**src/rtl/arb_rr4_lanes_rx_pkg.sv**
```systemverilog
// rtl/arb_rr4_lanes_rx_pkg.sv - shared constants and output-state encoding for arb_rr4_lanes_rx
package arb_rr4_lanes_rx_pkg;

  localparam int NUM_LANES  = 4;
  localparam int LANE_W     = 2;
  localparam int DEF_DATA_W = 8;

  typedef enum logic {
    ST_EMPTY = 1'b0,
    ST_FULL  = 1'b1
  } out_state_e;

  // Lane index arithmetic wraps naturally at NUM_LANES because LANE_W is exact.
  function automatic logic [LANE_W-1:0] next_lane(input logic [LANE_W-1:0] base,
                                                  input logic [LANE_W-1:0] offset);
    return base + offset;
  endfunction

endpackage

```
**src/rtl/arb_rr4_lanes_rx_lane_fifo_rx.sv**
```systemverilog
// rtl/arb_rr4_lanes_rx_lane_fifo_rx.sv - per-lane elastic FIFO with almost-full and sticky overflow
module lane_fifo_rx #(
  parameter int DATA_W     = 8,
  parameter int FIFO_DEPTH = 4,
  parameter int AF_LEVEL   = 3,
  localparam int PTR_W     = $clog2(FIFO_DEPTH),
  localparam int CNT_W     = PTR_W + 1
) (
  input  logic              clk,
  input  logic              rst,
  input  logic              push,
  input  logic              pop,
  input  logic [DATA_W-1:0] din,
  output logic [DATA_W-1:0] dout,
  output logic [CNT_W-1:0]  count,
  output logic              almost_full,
  output logic              overflow
);

  logic [DATA_W-1:0] mem_q [FIFO_DEPTH];
  logic [DATA_W-1:0] mem_d [FIFO_DEPTH];
  logic [PTR_W-1:0]  wr_ptr_q, wr_ptr_d;
  logic [PTR_W-1:0]  rd_ptr_q, rd_ptr_d;
  logic [CNT_W-1:0]  count_q, count_d;
  logic              af_q, af_d;
  logic              ovf_q, ovf_d;
  logic              wr_en;
  logic              rd_en;

  // A full FIFO still accepts a byte when its head leaves on the same edge.
  assign rd_en = pop && (count_q != '0);
  assign wr_en = push && ((count_q < CNT_W'(FIFO_DEPTH)) || rd_en);

  always_comb begin
    mem_d    = mem_q;
    wr_ptr_d = wr_ptr_q;
    rd_ptr_d = rd_ptr_q;
    count_d  = count_q;
    if (wr_en) begin
      mem_d[wr_ptr_q] = din;
      wr_ptr_d        = wr_ptr_q + PTR_W'(1);
    end
    if (rd_en) begin
      rd_ptr_d = rd_ptr_q + PTR_W'(1);
    end
    case ({wr_en, rd_en})
      2'b10:   count_d = count_q + CNT_W'(1);
      2'b01:   count_d = count_q - CNT_W'(1);
      default: count_d = count_q;
    endcase
    af_d  = (count_d >= CNT_W'(AF_LEVEL));
    ovf_d = ovf_q || (push && !wr_en);
  end

  // Storage needs no reset: emptiness is tracked by count and pointers.
  always_ff @(posedge clk) begin
    mem_q <= mem_d;
  end

  always_ff @(posedge clk or posedge rst) begin
    if (rst) begin
      wr_ptr_q <= '0;
      rd_ptr_q <= '0;
      count_q  <= '0;
      af_q     <= 1'b0;
      ovf_q    <= 1'b0;
    end else begin
      wr_ptr_q <= wr_ptr_d;
      rd_ptr_q <= rd_ptr_d;
      count_q  <= count_d;
      af_q     <= af_d;
      ovf_q    <= ovf_d;
    end
  end

  assign dout        = mem_q[rd_ptr_q];
  assign count       = count_q;
  assign almost_full = af_q;
  assign overflow    = ovf_q;

endmodule

```
**src/rtl/arb_rr4_lanes_rx.sv**
```systemverilog
// rtl/arb_rr4_lanes_rx.sv - round-robin merge of four rx lanes into one registered byte stream
// Optional per-lane transfer counters stat_cnt0..3 are built when ARB_LANE_STATS_EN is defined.
module arb_rr4_lanes_rx
  import arb_rr4_lanes_rx_pkg::*;
#(
  parameter int DATA_W     = DEF_DATA_W,
  parameter int FIFO_DEPTH = 4,
  parameter int AF_LEVEL   = 3
) (
  input  logic              clk_4f,
  input  logic              reset,
  input  logic [3:0]        valid_in,
  input  logic [DATA_W-1:0] data_in0,
  input  logic [DATA_W-1:0] data_in1,
  input  logic [DATA_W-1:0] data_in2,
  input  logic [DATA_W-1:0] data_in3,
  input  logic              ready_out,
  output logic              valid_out,
  output logic [DATA_W-1:0] data_out,
  output logic [1:0]        lane_out,
  output logic [3:0]        almost_full,
  output logic [3:0]        overflow
`ifdef ARB_LANE_STATS_EN
  ,
  output logic [15:0]       stat_cnt0,
  output logic [15:0]       stat_cnt1,
  output logic [15:0]       stat_cnt2,
  output logic [15:0]       stat_cnt3
`endif
);

  localparam int CNT_W = $clog2(FIFO_DEPTH) + 1;

  logic [DATA_W-1:0] lane_din  [NUM_LANES];
  logic [DATA_W-1:0] lane_dout [NUM_LANES];
  logic [CNT_W-1:0]  lane_cnt  [NUM_LANES];
  logic [NUM_LANES-1:0] lane_nonempty;
  logic [NUM_LANES-1:0] pop_vec;

  out_state_e        state_q, state_d;
  logic [DATA_W-1:0] data_q, data_d;
  logic [LANE_W-1:0] lane_q, lane_d;
  logic [LANE_W-1:0] last_grant_q, last_grant_d;

  logic              transfer;
  logic              load;
  logic              grant_found;
  logic [LANE_W-1:0] grant_lane;
  logic [LANE_W-1:0] cand;

  assign lane_din[0] = data_in0;
  assign lane_din[1] = data_in1;
  assign lane_din[2] = data_in2;
  assign lane_din[3] = data_in3;

  for (genvar i = 0; i < NUM_LANES; i++) begin : g_lane
    lane_fifo_rx #(
      .DATA_W    (DATA_W),
      .FIFO_DEPTH(FIFO_DEPTH),
      .AF_LEVEL  (AF_LEVEL)
    ) u_fifo (
      .clk        (clk_4f),
      .rst        (reset),
      .push       (valid_in[i]),
      .pop        (pop_vec[i]),
      .din        (lane_din[i]),
      .dout       (lane_dout[i]),
      .count      (lane_cnt[i]),
      .almost_full(almost_full[i]),
      .overflow   (overflow[i])
    );
    assign lane_nonempty[i] = (lane_cnt[i] != '0);
  end

  // Search starts just after the last granted lane; offset NUM_LANES revisits it last.
  always_comb begin
    grant_found = 1'b0;
    grant_lane  = last_grant_q;
    cand        = '0;
    for (int k = 1; k <= NUM_LANES; k++) begin
      cand = next_lane(last_grant_q, LANE_W'(k));
      if (!grant_found && lane_nonempty[cand]) begin
        grant_found = 1'b1;
        grant_lane  = cand;
      end
    end
  end

  assign transfer = (state_q == ST_FULL) && ready_out;
  assign load     = (state_q == ST_EMPTY) || transfer;

  always_comb begin
    state_d      = state_q;
    data_d       = data_q;
    lane_d       = lane_q;
    last_grant_d = last_grant_q;
    pop_vec      = '0;
    if (load) begin
      if (grant_found) begin
        pop_vec[grant_lane] = 1'b1;
        data_d              = lane_dout[grant_lane];
        lane_d              = grant_lane;
        last_grant_d        = grant_lane;
        state_d             = ST_FULL;
      end else begin
        state_d = ST_EMPTY;
      end
    end
  end

  always_ff @(posedge clk_4f or posedge reset) begin
    if (reset) begin
      state_q      <= ST_EMPTY;
      data_q       <= '0;
      lane_q       <= '0;
      last_grant_q <= LANE_W'(NUM_LANES - 1);
    end else begin
      state_q      <= state_d;
      data_q       <= data_d;
      lane_q       <= lane_d;
      last_grant_q <= last_grant_d;
    end
  end

  assign valid_out = (state_q == ST_FULL);
  assign data_out  = data_q;
  assign lane_out  = lane_q;

`ifdef ARB_LANE_STATS_EN
  logic [15:0] stat_q [NUM_LANES];
  logic [15:0] stat_d [NUM_LANES];

  always_comb begin
    stat_d = stat_q;
    if (transfer) begin
      stat_d[lane_q] = stat_q[lane_q] + 16'd1;
    end
  end

  always_ff @(posedge clk_4f or posedge reset) begin
    if (reset) begin
      for (int i = 0; i < NUM_LANES; i++) begin
        stat_q[i] <= '0;
      end
    end else begin
      stat_q <= stat_d;
    end
  end

  assign stat_cnt0 = stat_q[0];
  assign stat_cnt1 = stat_q[1];
  assign stat_cnt2 = stat_q[2];
  assign stat_cnt3 = stat_q[3];
`endif

endmodule

```
**config.mk**
```make
export PLATFORM = sky130hd
export DESIGN_NAME = arb_rr4_lanes_rx
export DESIGN_NICKNAME = d
export VERILOG_FILES = /design/src/rtl/arb_rr4_lanes_rx_pkg.sv /design/src/rtl/arb_rr4_lanes_rx_lane_fifo_rx.sv /design/src/rtl/arb_rr4_lanes_rx.sv
export SDC_FILE = /design/constraint.sdc
export NUM_CORES = 1
export LEC_CHECK = 0
export CAP_MARGIN = 25
export CORE_MARGIN = 2
export CORE_UTILIZATION = 46
export DETAILED_ROUTE_END_ITERATION = 8
export PLACE_DENSITY = 0.65
export SLEW_MARGIN = 30
export SYNTH_ARGS = -nofsm -noshare
export SYNTH_HDL_FRONTEND = slang
export SYNTH_HIERARCHICAL = 1
export SYNTH_SLANG_ARGS = --single-unit
```
**constraint.sdc**
```tcl
create_clock -name clk_4f -period 4 [get_ports clk_4f]
set_clock_uncertainty 0.15 [all_clocks]
set_input_delay 0.4 -clock clk_4f [delete_from_list [all_inputs] [get_ports clk_4f]]
set_output_delay 0.4 -clock clk_4f [all_outputs]
set_load 0.02 [all_outputs]
```
==> impl_metrics.csv <==
group,metric,value,unit
status,status,"finished clean",
clock_tree,clockBufferDepth,2,
route,routed_via_density,5.34,
sta,tightest_slew,0.628,ns
floorplanning,io_pins,58,
logic_synthesis,synth_cells,435,
sta,fin_tns_setup,0,ns
global_routing,grt_max_degree,17,
critical_path,timing.rr.end,"g_lane[0].u_fifo/almost_full$_DFF_PP0_",
final_layout,area_growth,18.3,%
global_routing,antenna_found_initial,0,
critical_path,crit_type,"reg2reg",
global_routing,grt_pass1_wl,21900,microns
logic_synthesis,ys_seq_area_frac,0.675,
sta,holdWs,0.315,ns
route,first_iter_violations,201,
run,maxCapViolCount,0,
worst_hold_path,hold_class,"in2async",
clock_tree,h-tree-depth,4,
global_routing,grt_overflow,0,
sta,slew_headroom,0.581,
critical_path,reg2reg_depth,13,
floorplanning,die_h,132,microns
clock_tree,clkSinkCount,177,
logic_synthesis,ys_warn_count,6,
floorplanning,die-area,17400,sq um
final_layout,layout_commonest_cell,"edfxtp_1",
critical_path,cp-end-kind,"flip-flop",
final_layout,final_net_count,564,
critical_path,ff2ff_setup_slack,0.25,ns
place,place.gp.congestion,0.765,
clock_tree,hold_buffers,0,
sta,hold_viol,0,
logic_synthesis,ys.flop_type,"edfxtp_1",
logic_synthesis,synth_cell_types,42,
critical_path,cp_max_fo,12,
critical_path,crit_path_end,"g_lane[0].u_fifo/almost_full$_DFF_PP0_",
logic_synthesis,synth_edf_count,128,
clock_tree,cts_buffers,17,
sta,rsz0062_at_grt,"no",
route,drc,0,
critical_path,cp-startpoint,"g_lane[3].u_fifo/count[0]$_DFF_PP0_",
global_routing,grt_pass1_vias,4096,
logic_synthesis,synth-seq-cells,177,
sta,period_minus_slack,3.75,ns
power_and_ir_drop,ir_drop,0.367,mV
route,vias,3895,
floorplanning,initial_core_util,0.472,
clock_tree,clockRootBuffer,"clkbuf_16",
floorplanning,core,15900,sq um
critical_path,r2r-start,"g_lane[3].u_fifo/count[0]$_DFF_PP0_",
floorplanning,placementRows,46,
sta,setup_viol,0,
logic_synthesis,synth_nets,498,
route,wl_per_cell,18.8,microns
critical_path,cp_data_required_time,4.18,ns
sta,fmax,266,MHz
logic_synthesis,synth.avg_cell_area,17.3,sq um
route,ant_nets,0,
final_layout,diodes,0,
sta,period_share,0.939,
sta,slew_violations,0,
clock_tree,cts_tree,"yes",
power_and_ir_drop,p_leak,0.00330,uW
route,drt_pass1_iterations,4,
critical_path,cp-start-kind,"flip-flop",
final_layout,final_cell_count_no_fill,730,
place,placed_cells,698,
final_layout,layout_common_cells,"edfxtp_1 (128), clkdlybuf4s50_1 (57), dfrtp_1 (47)",
floorplanning,die_w,132,microns
route,drt_wl_total,13800,microns
critical_path,arrival,3.94,ns
place,dp_hpwl,9670,microns
logic_synthesis,syn_area,7520,sq um
clock_tree,clk_latency,0.42,ns
power_and_ir_drop,power_density,789,nW/um^2
place,portBuffers,57,
global_routing,grtUsageTotal,0.169,
final_layout,drive_gt1_frac,0.152,
clock_tree,clk_transition_reported_paths,0.06,ns
logic_synthesis,async_flop_share,0.277,
cell families after synthesis:
logic type      count (synthesis)  synth area share
flops                         177             0.675
simple gates                   73            0.0556
mux                            53             0.124
buf+inv                        46            0.0303
compound gates                 42            0.0483
fa+ha+maj                      24            0.0439
xor+xnor                       20            0.0233
cells in the mapped netlist, types with 2 or more instances:
| library cell | instances | area share |
|---|---|---|
| o21ai_0 | 9 | 0.0060 |
| nor2_1 | 2 | 0.0010 |
| dfstp_2 | 2 | 0.0070 |
| o221ai_2 | 7 | 0.014 |
| or3_1 | 6 | 0.0050 |
| o211ai_1 | 4 | 0.0040 |
| mux2i_1 | 21 | 0.028 |
| edfxtp_1 | 128 | 0.51 |
| or3_4 | 3 | 0.0045 |
| o21bai_1 | 4 | 0.0040 |
| mux4_2 | 32 | 0.096 |
| dfrtp_1 | 47 | 0.16 |
| o22a_1 | 4 | 0.0047 |
| buf_6 | 4 | 0.0060 |
| nand2b_1 | 8 | 0.0067 |
| clkbuf_2 | 4 | 0.0027 |
| and3_1 | 16 | 0.013 |
| and2_1 | 4 | 0.0033 |
| xnor2_1 | 12 | 0.014 |
| fa_1 | 4 | 0.011 |
| xor2_1 | 8 | 0.0093 |
| nand3_1 | 8 | 0.0053 |
| ha_1 | 20 | 0.033 |
| nand2_1 | 18 | 0.0090 |
| nor3_1 | 4 | 0.0027 |
| o21a_1 | 4 | 0.0040 |
| o31a_1 | 4 | 0.0047 |
| inv_1 | 33 | 0.016 |
| buf_4 | 2 | 0.0020 |
flip-flops by register name (all words and copies together), names as in the netlist, 4 cells and up:
signal	flops
g_lane.u_fifo/rd_ptr_q	8
g_lane.u_fifo/almost_full	4
g_lane.u_fifo/overflow	4
g_lane.u_fifo/count	12
g_lane.u_fifo/mem_q	128
g_lane.u_fifo/wr_ptr_q	8
data_out	8
stage by stage:
step	instance area (sq um)	setup slack (ns)	total power (uW)	util
final	8890	0.245	7020	0.558
after detailed placement	8280	0.189	5410	0.519
after global placement	8280	0.322	5290	0.519
after CTS	8880	0.192	7090	0.557
after floorplan	7520	0.536	4650	-
after global routing	8890	0.0121	7430	0.558
worst min-delay path by stage:
stage	from	endpoint	slack, ns	depth (start not counted)
after floorplan	reset	g_lane[0].u_fifo/almost_full$_DFF_PP0_	0.08	1
after global placement	g_lane[1].u_fifo/overflow$_DFF_PP0_	g_lane[1].u_fifo/overflow$_DFF_PP0_	0.31	1
after detailed placement	g_lane[1].u_fifo/overflow$_DFF_PP0_	g_lane[1].u_fifo/overflow$_DFF_PP0_	0.32	1
after CTS	reset	g_lane[3].u_fifo/almost_full$_DFF_PP0_	0.31	2
after global routing	reset	g_lane[2].u_fifo/overflow$_DFF_PP0_	0.34	2
final	reset	g_lane[3].u_fifo/count[2]$_DFF_PP0_	0.32	2
per-layer routing:
layer | track usage | part of all wire | vias up
met5 | 0 | 0 | -
met4 | 0.0713 | 0.022 | 0
met3 | 0.0415 | 0.047 | 19
met2 | 0.271 | 0.49 | 76
met1 | 0.221 | 0.44 | 2012
li1 | - | - | 1788
power breakdown:
| part | switching (uW) | leakage [uW] | internal [uW] | total [uW] |
|---|---|---|---|---|
| clock network | 641 | 0.000295 | 1040 | 1680 |
| registers | 439 | 0.00173 | 2470 | 2910 |
| logic | 1250 | 0.00127 | 1170 | 2430 |
| total | 2330 | 0.00330 | 4690 | 7020 |
cell type report:
cell class,instances,area (sq um)
fillers,1273,7050
flip-flops and latches,177,5070
multi-input cells,212,2230
inverters,33,124
clock buffers,20,437
repair buffers,60,593
clock inverters,12,164
well taps,216,270
critical path: stages (launching register included):
cell and delay [ns]:
dfrtp_1 0.44, or3_1 0.45, mux2i_1 0.20, o22ai_1 0.13, or3_4 0.45, and2b_1 0.25, nand2b_1 0.23, and2_1 0.22
inv_1 0.06, ha_1 0.21, inv_1 0.07, fa_1 0.44, o22a_1 0.21, o211ai_1 0.15
timing repair:
action	4_1_cts	5_1_grt
gates resized for setup	0	3
setup buffers	0	0
setup endpoints to repair	0	6
hold endpoints to repair	0	0
No activity file was read; power rests on OpenSTA's default activity.
